### config.mk
export PLATFORM = sky130hd
export DESIGN_NAME = booth_pp_accumulator
export DESIGN_NICKNAME = d
export VERILOG_FILES = /design/src/rtl/booth_pp_accumulator.sv
export SDC_FILE = /design/constraint.sdc
export NUM_CORES = 1
export LEC_CHECK = 0
export CAP_MARGIN = 20
export CORE_ASPECT_RATIO = 1.25
export CORE_MARGIN = 2
export CORE_UTILIZATION = 30
export DETAILED_ROUTE_END_ITERATION = 6
export GPL_ROUTABILITY_DRIVEN = 0
export PLACE_DENSITY = 0.49
export SLEW_MARGIN = 40
export SYNTH_ARGS = -nofsm -noshare
export SYNTH_HDL_FRONTEND = slang
export SYNTH_SLANG_ARGS = --single-unit
### constraint.sdc
create_clock -name clk -period 12.96 [get_ports clk]
set_input_delay 1.944 -clock clk [delete_from_list [all_inputs] [get_ports clk]]
set_output_delay 1.944 -clock clk [all_outputs]
set_load 0.1 [all_outputs]
### src/rtl/booth_pp_accumulator.sv
// Purpose: sequential reducer summing six pre-shifted radix-8 Booth partial products into a 32-bit signed product.
// Latency: 6 cycles from accept to out_valid; minimum 8-cycle transaction period (one bubble after each consume).
// Backpressure: in_ready only in IDLE; product/ovf held stable in DONE until out_ready.
//
// Ports: clk/rst_n (async active-low); in_valid/in_ready + pp0..pp5 (PP_W signed) input handshake;
//        out_valid/out_ready + product (PROD_W signed) + ovf output handshake.
// Optional feature: define BOOTH_ACC_OVF_CHECK_EN to flag results that do not fit PROD_W signed bits;
//        otherwise ovf is tied to 0 and no check logic exists.
module booth_pp_accumulator #(
  parameter int NUM_PP = 6,
  parameter int PP_W   = 34,
  parameter int PROD_W = 32
) (
  input  logic                     clk,
  input  logic                     rst_n,
  input  logic                     in_valid,
  output logic                     in_ready,
  input  logic signed [PP_W-1:0]   pp0,
  input  logic signed [PP_W-1:0]   pp1,
  input  logic signed [PP_W-1:0]   pp2,
  input  logic signed [PP_W-1:0]   pp3,
  input  logic signed [PP_W-1:0]   pp4,
  input  logic signed [PP_W-1:0]   pp5,
  output logic                     out_valid,
  input  logic                     out_ready,
  output logic signed [PROD_W-1:0] product,
  output logic                     ovf
);

  localparam int CNT_W = $clog2(NUM_PP);

  typedef enum logic [1:0] {
    IDLE  = 2'd0,
    ACCUM = 2'd1,
    DONE  = 2'd2
  } state_t;

  state_t           state_q, state_d;
  logic [PP_W-1:0]  pp_q [NUM_PP];
  logic [PP_W-1:0]  pp_d [NUM_PP];
  logic [PP_W-1:0]  acc_q, acc_d;
  logic [CNT_W-1:0] cnt_q, cnt_d;
  logic [PP_W-1:0]  pp_sel;
  logic [PP_W-1:0]  acc_sum;
  logic             last_add;
  logic             accept;

  // Explicit select mux: cnt is wider than needed to index NUM_PP entries,
  // so out-of-range codes fall back to zero instead of an undefined read.
  always_comb begin
    pp_sel = '0;
    for (int i = 0; i < NUM_PP; i++) begin
      if (cnt_q == CNT_W'(i)) pp_sel = pp_q[i];
    end
  end

  // Two's-complement add wraps naturally at PP_W bits.
  assign acc_sum  = acc_q + pp_sel;
  assign last_add = (cnt_q == CNT_W'(NUM_PP - 1));
  assign accept   = (state_q == IDLE) && in_valid;

  always_comb begin
    state_d   = state_q;
    acc_d     = acc_q;
    cnt_d     = cnt_q;
    pp_d      = pp_q;
    in_ready  = 1'b0;
    out_valid = 1'b0;
    case (state_q)
      IDLE: begin
        in_ready = 1'b1;
        if (in_valid) begin
          pp_d[0] = pp0;
          pp_d[1] = pp1;
          pp_d[2] = pp2;
          pp_d[3] = pp3;
          pp_d[4] = pp4;
          pp_d[5] = pp5;
          acc_d   = '0;
          cnt_d   = '0;
          state_d = ACCUM;
        end
      end
      ACCUM: begin
        acc_d = acc_sum;
        if (last_add) begin
          cnt_d   = '0;
          state_d = DONE;
        end else begin
          cnt_d = cnt_q + 1'b1;
        end
      end
      DONE: begin
        out_valid = 1'b1;
        // Consume returns to IDLE; a simultaneous in_valid waits for the IDLE cycle.
        if (out_ready) state_d = IDLE;
      end
      default: state_d = IDLE;
    endcase
  end

  always_ff @(posedge clk or negedge rst_n) begin
    if (!rst_n) begin
      state_q <= IDLE;
      acc_q   <= '0;
      cnt_q   <= '0;
      for (int i = 0; i < NUM_PP; i++) pp_q[i] <= '0;
    end else begin
      state_q <= state_d;
      acc_q   <= acc_d;
      cnt_q   <= cnt_d;
      pp_q    <= pp_d;
    end
  end

  assign product = acc_q[PROD_W-1:0];

`ifdef BOOTH_ACC_OVF_CHECK_EN
  logic ovf_q, ovf_d;
  logic hi_all_ones, hi_all_zeros;

  // Result fits PROD_W signed bits only if the bits above the product sign
  // bit are copies of it.
  assign hi_all_ones  = &acc_sum[PP_W-1:PROD_W-1];
  assign hi_all_zeros = ~|acc_sum[PP_W-1:PROD_W-1];

  always_comb begin
    ovf_d = ovf_q;
    if (accept) begin
      ovf_d = 1'b0;
    end else if ((state_q == ACCUM) && last_add) begin
      ovf_d = !(hi_all_ones || hi_all_zeros);
    end
  end

  always_ff @(posedge clk or negedge rst_n) begin
    if (!rst_n) ovf_q <= 1'b0;
    else        ovf_q <= ovf_d;
  end

  assign ovf = ovf_q;
`else
  // Upper accumulator bits only feed the overflow check.
  logic unused_acc_hi;
  logic unused_accept;
  assign unused_acc_hi = ^acc_q[PP_W-1:PROD_W];
  assign unused_accept = accept;
  assign ovf           = 1'b0;
`endif

endmodule

; Yosys cells after proc, flatten, opt, wreduce, memory -nomap -nowiden
; Cells that the tools add are included.
[op_classes]
n_reduce_logical = 6
addsub = 2
n_mux = 17
eq_ne = 10
[op_table]
columns = operator, n
row1 = 2-to-1 mux 34 bit, 7
row2 = case mux 34 bit (2 select lines), 1
row3 = adder 34 bit, 1
row4 = equality test 3 x 2 -> 1 bit (second input constant), 2
row5 = equality test 3 bit (second input constant), 2
row6 = 2-to-1 mux 2 bit, 3
row7 = 2-to-1 mux 3 bit, 2
row8 = inequality test 2 bit (second input constant), 3
row9 = case mux 2 bit (3 select lines), 1
row10 = case mux 3 bit (2 select lines), 1
row11 = AND reduction 2 bit, 2
row12 = adder 3 x 1 -> 3 bit (second input constant), 1
row13 = equality test 3 x 1 -> 1 bit (second input constant), 1
row14 = logical NOT 3 bit, 1
row15 = AND reduction 3 bit, 1
row16 = equality test 2 x 1 -> 1 bit (second input constant), 1
row17 = equality test 2 bit (second input constant), 1
row18 = logical NOT 2 bit, 1
row19 = 2-to-1 mux 1 bit, 2
row20 = nonzero test 2 bit, 1
[word_totals]
input_bits = 208
wordCells = 44
output_inout_bits = 35
regBits = 243

; Longest topological paths before layout
; Gate-level depths: netlist of the first run.
[depth]
word_depth = 9
depth_mapped = 21
depth_no_buf = 17

; Least setup slack after synthesis of the first run
; Ideal clock, no wire load.
[synth_path]
kind = reg-to-reg
startpoint = register cnt_q[0]
endpoint = register acc_q[20]
path_buffers = 4
setup_time_ps = 133
period_less_slack_ps = 4428
arrival_time_ps = 4295
t_required_ps = 12827
slack_ps = 8532
path_stages_with_launch = 22
cell_sequence = dfrtp_1 buf_2 buf_1 and2_1 ha_1 clkbuf_1 nor2_1 clkbuf_1 a22oi_1 nor2_1 a21oi_1 o21ai_0 ha_1 fa_1 a21o_1 a221o_2 o21a_1 o2111ai_1 o211ai_1 a31oi_1 xor2_1 o21ai_0
[synth_between]
elab_chain_cells = 9
word_cells_on_any_way = 14
cone_classes = 1 x add/sub / 5 x eq/ne / 7 x mux / 1 x reduce/logical
[synth_rtl]
columns = item, line
row1 = "start, declared", 42  ; logic [CNT_W-1:0] cnt_q, cnt_d;
row2 = "start signal, assigned", 111  ; cnt_q <= cnt_d;
row3 = logical NOT 3 bit, 53  ; if (cnt_q == CNT_W'(i)) pp_sel = pp_q[i];
row4 = 2-to-1 mux 34 bit (5 in series), 53
row5 = 2-to-1 mux 34 bit *, 53
row6 = adder 34 bit *, 58  ; assign acc_sum = acc_q + pp_sel;
row7 = case mux 34 bit (2 select lines) *, 69  ; case (state_q)
row8 = "end signal, assigned", 105  ; acc_q <= '0;
row9 = "end signal, assigned", 110  ; acc_q <= acc_d;
row10 = "end, declared", 41  ; logic [PP_W-1:0] acc_q, acc_d;
; Mark *: on every way between the ends. The rest lies on a longest branch, timed or not.
; A chain may end at the register's enable or synchronous reset.

; Worst setup path after layout of the first run
[layout_path]
startpoint = register cnt_q[0]
endpoint = register acc_q[30]
; The elaborated chain is that of the path after synthesis.

==> results of run 1 <==
==> area by class of cell <==
cell class                      instances  share of cell area (%)
Multi-Input combinational cell       1153                   37.89
Sequential cell                       229                   37.45
Timing Repair Buffer                  244                   14.94
Clock buffer                           38                   4.815
Tap cell                              498                   4.071
Clock inverter                          7                  0.5804
Inverter                               10                  0.2453
==> synthesized netlist by cell type, types with 5 or more instances <==
cell type	n	share of area (%)
a21o_1	16	1.0
a21oi_1	57	2.4
a22oi_1	33	2.1
buf_1	7	0.22
buf_2	6	0.25
clkbuf_1	73	2.3
dfrtp_1	229	48
ha_1	39	4.1
inv_1	10	0.32
mux2i_1	34	2.9
nand2_1	670	21
nand3_1	44	1.8
nand4_1	5	0.26
nor2_1	48	1.5
nor2b_1	5	0.26
nor3_1	12	0.50
o21a_1	8	0.50
o21ai_0	103	4.3
o31ai_1	7	0.44
xnor2_1	12	0.88
xor2_1	10	0.74
==> state kept, by name (all words and copies together), names as in the netlist <==
| signal | cells |
|---|---|
| state_q | 2 |
| cnt_q | 3 |
| pp_q | 192 |
| acc_q | 32 |
==> path summary, 6_finish.rpt <==
check                           from         to
max                         cnt_q[0]  acc_q[30]
min                        pp_q[192]  pp_q[192]
max reg2reg                 cnt_q[0]  acc_q[30]
min reg2reg                pp_q[192]  pp_q[192]
max in group asynchronous      rst_n  pp_q[107]
min in group asynchronous      rst_n   pp_q[24]
==> through the flow <==
step / hold slack [ns] / setup WS (ns) / instance area [sq um] / total power, uW
floorplan: 0.4450 / 8.532 / 11910 / 3120
global placement: 0.4571 / 7.420 / 14580 / 3733
detailed placement: 0.4613 / 7.401 / 14480 / 3743
CTS: 0.4756 / 7.363 / 15300 / 4502
global route: 0.4887 / 7.076 / 15300 / 4847
finish: 0.4683 / 7.481 / 15300 / 4446
==> worst reg2reg max path, cell delays in order, from the launching register on <==
cell and delay [ns]:
dfrtp_2 0.33, buf_4 0.61, and2_1 0.24, ha_1 0.13, buf_4 0.36, nor2_2 0.21
buf_4 0.27, a22oi_1 0.19, nor2_1 0.06, a21oi_1 0.23, o21ai_0 0.13, ha_1 0.25
fa_1 0.42, a21o_1 0.23, a221o_2 0.41, o211ai_1 0.40, a21oi_1 0.19, nor3_1 0.29
o31ai_1 0.14, xnor2_1 0.15, o21ai_0 0.09
==> layer usage <==
layer	wire (um)	vias to the layer above	global-route usage [%]
met3	1590	49	2.682
met2	16760	222	28.43
met1	17250	4875	24.64
met4	932	0	5.255
met5	0	-	0
li1	-	5241	-
==> cells by family after synthesis <==
| logic type | count (synthesis) |
|---|---|
| compound gates | 256 |
| xor+xnor | 22 |
| fa+ha+maj | 40 |
| buf+inv | 102 |
| flops | 229 |
| mux | 34 |
| other cells | 1 |
| simple gates | 800 |
==> power groups by stage <==
| stage | sequential [uW] | combinational, uW | clock, uW |
|---|---|---|---|
| 3_5_place_dp | 1280 | 2470 | 0 |
| 4_1_cts | 1260 | 2480 | 763 |
| 2_1_floorplan | 1570 | 1550 | 0 |
| 3_3_place_gp | 1270 | 2470 | 0 |
| 6_report | 1260 | 2450 | 735 |
| 5_1_grt | 1310 | 2750 | 789 |
==> impl_metrics.env, run 1 <==
export IMPL_port_buffers=229
export IMPL_fin_crit_sh_pct=42.28
export IMPL_hold_path_class="reg2reg"
export IMPL_layout_nets=1913
export IMPL_power_leakage_uw=0.007416
export IMPL_sw_frac_of_total_pct=47.79
export IMPL_synth_compound_area_share_pct=13.11
export IMPL_syn_num_nets=1732
export IMPL_ys_types=54
export IMPL_path_cells="buf_4 -> and2_1 -> ha_1 -> buf_4 -> nor2_2 -> buf_4 -> a22oi_1 -> nor2_1 -> a21oi_1 -> o21ai_0 -> ha_1 -> fa_1 -> a21o_1 -> a221o_2 -> o211ai_1 -> a21oi_1 -> nor3_1 -> o31ai_1 -> xnor2_1 -> o21ai_0"
export IMPL_antenna_found_initial=0
export IMPL_postCtsHoldBufs=0
export IMPL_power_internal_uw=2321
export IMPL_critPathTopFamily="compound AO/OA/AOI/OAI gates"
export IMPL_fin_crit_ns=5.479
export IMPL_post_place_cells=2134
export IMPL_end_kind="flip-flop"
export IMPL_h_tree_depth=1
export IMPL_place_hpwl_mm=25.46
export IMPL_start_kind="flip-flop"
export IMPL_synthMuxAreaShare_pct=2.858
export IMPL_slew_viol_final=0
export IMPL_critPathKind="reg2reg"
export IMPL_clock_skew_ns=0.01890
export IMPL_wl_per_cell_um=16.76
export IMPL_syn_inst=1484
export IMPL_clk_path_buf_depth=3
export IMPL_die_h_um=226.7
export IMPL_cts_resized=0
export IMPL_layout_common_cells="nand2_1 (669), dfrtp_1 (228), clkdlybuf4s50_1 (194), o21ai_0 (103), a21oi_1 (57)"
export IMPL_dr_pass1_iters=5
export IMPL_tns_ns=0
export IMPL_yosys_area_share_adder_pct=4.266
export IMPL_avgSynthCellArea_sq_um=8.023
export IMPL_max_stage_delay_ns=0.61
export IMPL_layout_drive_gt1_share_pct=6.187
export IMPL_critPathRequiredTime_ns=13.36
export IMPL_start_util_pct=30.44
export IMPL_crit_path_top_delay_cell="buf_4"
export IMPL_num_antenna_cells=0
export IMPL_nFillCells=4108
export IMPL_worstHoldPathCells=2
export IMPL_status="completed"
export IMPL_seqCellArea_sq_um=5732
export IMPL_clk_pin_slew_ns=0.06
export IMPL_numCtsBuffers=27
export IMPL_root_buffer="clkbuf_16"
export IMPL_vias=10387
export IMPL_fp_row_count=81
export IMPL_p_sw_uw=2125
export IMPL_synth_simple_gate_area_share_pct=26.41
export IMPL_crit_arrival_ns=5.88
export IMPL_clock_sinks=229
export IMPL_grt_pass1_vias=10476
export IMPL_relSlewSlack_pct=47.95
export IMPL_die_width_um=182.2
export IMPL_grt_use_total_pct=17.68
export IMPL_max_freq_ghz=0.1825
export IMPL_grt_ovfl_total=0
export IMPL_drt_initial_drc_count=573
export IMPL_crit_fanout=40
export IMPL_core_area_sq_um=39120
export IMPL_stdcell_count=2179
export IMPL_ys_flop_type="dfrtp_1"
export IMPL_synth_top_family_by_area="simple AND/OR/NAND/NOR gates"
export IMPL_crit_buf_inv=3
export IMPL_synth_seq_cells=229
export IMPL_comb_power_share_pct=55.1
export IMPL_worstMarginPinSlew_ns=0.7808
export IMPL_yosys_area_share_xor_xnor_pct=1.618
export IMPL_grt_setup_unrepaired="false"
export IMPL_clkPwrFrac_pct=16.5
export IMPL_ios=243
export IMPL_maxCapViolCount=0
export IMPL_synth_area_sq_um=11910
export IMPL_path_common_cell="buf_4"
export IMPL_utilization_pct=39.12
export IMPL_multi_input_area_sq_um=5799
export IMPL_worstSkewPairLatency_ns=0.56
export IMPL_ys_async_sr_fraction_pct=100.0
export IMPL_seq_power_share_pct=28.4
export IMPL_ant_nets=0
export IMPL_drc_errors=0
export IMPL_cts_tree="yes"
export IMPL_yosys_warnings=0
export IMPL_die_area_sq_um=41310
export IMPL_power_density_nw_per_um2=290.5
export IMPL_syn_to_final_growth_pct=28.54
export IMPL_max_vdd_ir_drop_uv=137.4
export IMPL_post_cts_buffers=0
export IMPL_rr_worst_depth=20
export IMPL_grt_max_degree=90
export IMPL_setup_viol=0
export IMPL_grt_pass1_wl_mm=57.57
export IMPL_final_hold_violation_count=0
export IMPL_mostFrequentLayoutCell="nand2_1"
export IMPL_drt_vias_per_instance=4.767
export IMPL_ys_seq_area_share_pct=48.13
export IMPL_postRouteWirelength_mm=36.53
export IMPL_worst_path_stages=20
export IMPL_rrSetupSlack_ns=7.48
export IMPL_synth_edf_count=0
Power figures use the tool's default switching activity.
==> inputs of run 2 (changes only) <==
==> constraint.sdc (replaced) <==
create_clock -name clk -period 5.2 [get_ports clk]
set_input_delay 0.78 -clock clk [delete_from_list [all_inputs] [get_ports clk]]
set_output_delay 0.78 -clock clk [all_outputs]
set_load 0.1 [all_outputs]
==> impl_metrics.env, run 2 (synthesis results as in run 1) <==
export IMPL_start_util_pct=30.44
export IMPL_grt_use_total_pct=17.66
export IMPL_die_width_um=182.2
export IMPL_critPathTopFamily="compound AO/OA/AOI/OAI gates"
export IMPL_tns_ns=0
export IMPL_max_stage_delay_ns=0.49
export IMPL_wl_per_cell_um=16.63
export IMPL_die_area_sq_um=41310
export IMPL_num_antenna_cells=0
export IMPL_final_area_sq_um=15400
export IMPL_port_buffers=229
export IMPL_placed_area_sq_um=14510
export IMPL_grt_pass1_wl_mm=57.73
export IMPL_dr_pass1_iters=5
export IMPL_antenna_found_initial=0
export IMPL_post_cts_buffers=0
export IMPL_clk_path_buf_depth=3
export IMPL_postRouteWirelength_mm=36.39
export IMPL_largest_reg_flops=192
export IMPL_multi_input_area_sq_um=5797
export IMPL_power_density_nw_per_um2=725.5
export IMPL_path_cells="buf_4 -> nor2b_4 -> buf_4 -> nand2_1 -> o21ai_0 -> a22oi_1 -> nor2_1 -> a21oi_1 -> o21ai_0 -> ha_1 -> and3_1 -> a221o_2 -> o211ai_1 -> a21oi_1 -> nor3_1 -> o31ai_1 -> xnor2_1 -> o21ai_0"
export IMPL_ios=243
export IMPL_hold_path_class="in2async"
export IMPL_power_leakage_uw=0.007462
export IMPL_layout_common_cells="nand2_1 (669), dfrtp_1 (228), clkdlybuf4s50_1 (194), o21ai_0 (103), a21oi_1 (57)"
export IMPL_utilization_pct=39.36
export IMPL_max_vdd_ir_drop_uv=234.8
export IMPL_slew_viol_final=0
export IMPL_power_uw=11170
export IMPL_ant_nets=0
export IMPL_hold_ws_ns=0.2128
export IMPL_status="completed"
export IMPL_root_buffer="clkbuf_16"
export IMPL_clk_pin_slew_ns=0.06
export IMPL_grt_setup_unrepaired="false"
export IMPL_crit_fanout=37
export IMPL_crit_path_top_delay_cell="nor2b_4"
export IMPL_seqCellArea_sq_um=5732
export IMPL_die_h_um=226.7
export IMPL_grt_ovfl_total=0
export IMPL_largestRegisters="pp_q x192, acc_q x32, cnt_q x3"
export IMPL_setup_viol=0
export IMPL_grt_pass1_vias=10670
export IMPL_end_kind="flip-flop"
export IMPL_grt_max_degree=102
export IMPL_largest_register="pp_q"
export IMPL_fp_row_count=81
export IMPL_crit_arrival_ns=5.08
export IMPL_maxCapViolCount=0
export IMPL_drt_vias_per_instance=4.772
export IMPL_final_hold_violation_count=0
export IMPL_drt_initial_drc_count=518
export IMPL_worstSkewPairLatency_ns=0.55
export IMPL_core_area_sq_um=39120
export IMPL_path_common_cell="o21ai_0"
export IMPL_clock_sinks=229
export IMPL_vias=10442
export IMPL_cts_resized=0
export IMPL_worstMarginPinSlew_ns=0.8069
export IMPL_numCtsBuffers=27
export IMPL_drc_errors=0
export IMPL_layout_nets=1917
export IMPL_max_freq_ghz=0.2136
export IMPL_critPathKind="reg2reg"
export IMPL_postCtsHoldBufs=0
export IMPL_cts_tree="yes"
export IMPL_relSlewSlack_pct=46.21
export IMPL_start_kind="flip-flop"
export IMPL_crit_buf_inv=2
export IMPL_place_hpwl_mm=26.12
export IMPL_mostFrequentLayoutCell="nand2_1"
export IMPL_syn_to_final_growth_pct=29.33
export IMPL_fin_crit_sh_pct=90.02
export IMPL_nFillCells=4069
export IMPL_critPathRequiredTime_ns=5.60
export IMPL_layout_drive_gt1_share_pct=7.041
export IMPL_h_tree_depth=1
export IMPL_clock_skew_ns=0.008606
export IMPL_fin_crit_ns=4.681
==> run 2: worst register-to-register path: stages, from the launching register on <==
cell	delay (ns)
dfrtp_1	0.34
buf_4	0.35
nor2b_4	0.49
buf_4	0.33
nand2_1	0.08
o21ai_0	0.11
a22oi_1	0.13
nor2_1	0.13
a21oi_1	0.06
o21ai_0	0.28
ha_1	0.32
and3_1	0.19
a221o_2	0.43
o211ai_1	0.44
a21oi_1	0.20
nor3_1	0.29
o31ai_1	0.14
xnor2_1	0.15
o21ai_0	0.09
==> run 2: cell type report <==
| class | instances | share of cell area [%] |
|---|---|---|
| multi-input cells | 1153 | 37.65 |
| repair buffers | 248 | 15.06 |
| clock buffers | 33 | 4.794 |
| inverters | 10 | 0.2438 |
| flip-flops and latches | 229 | 37.22 |
| clock inverters | 17 | 0.9832 |
| well taps | 498 | 4.046 |
==> run 2: metal layers <==
| metal | vias up | global-route usage [%] | routed length (um) | part of all wire (%) |
|---|---|---|---|---|
| li1 | 5262 | - | - | - |
| met1 | 4900 | 24.31 | 17010 | 47 |
| met2 | 231 | 28.81 | 16910 | 46 |
| met3 | 49 | 2.763 | 1620 | 4.5 |
| met4 | 0 | 5.021 | 847 | 2.3 |
| met5 | - | 0 | 0 | 0 |
==> run 2: final timing paths <==
path	start	to	slack, ns	cells past startpoint
setup / recovery	cnt_q[1]	acc_q[30]	0.52	18
hold / removal	rst_n	pp_q[26]	0.21	1
setup reg to reg	cnt_q[1]	acc_q[30]	0.52	18
hold reg to reg	pp_q[150]	pp_q[150]	0.47	2
max in group asynchronous	rst_n	pp_q[199]	3.84	2
min in group clk	pp_q[150]	pp_q[150]	0.47	2
==> run 2: per-stage QoR <==
step / setup WS (ns) / cells
2_1_floorplan: 0.7724 / 1484
3_3_place_gp: 0.5375 / 2137
3_5_place_dp: 0.4598 / 2138
4_1_cts: 0.4318 / 2188
5_1_grt: 0.07797 / 2188
6_report: 0.5189 / 2188
==> run 2: report_power, final <==
group | internal (uW) | switching (uW) | total, uW
sequential | 2660 | 504 | 3160
combinational | 2070 | 4050 | 6120
clock | 1110 | 785 | 1890
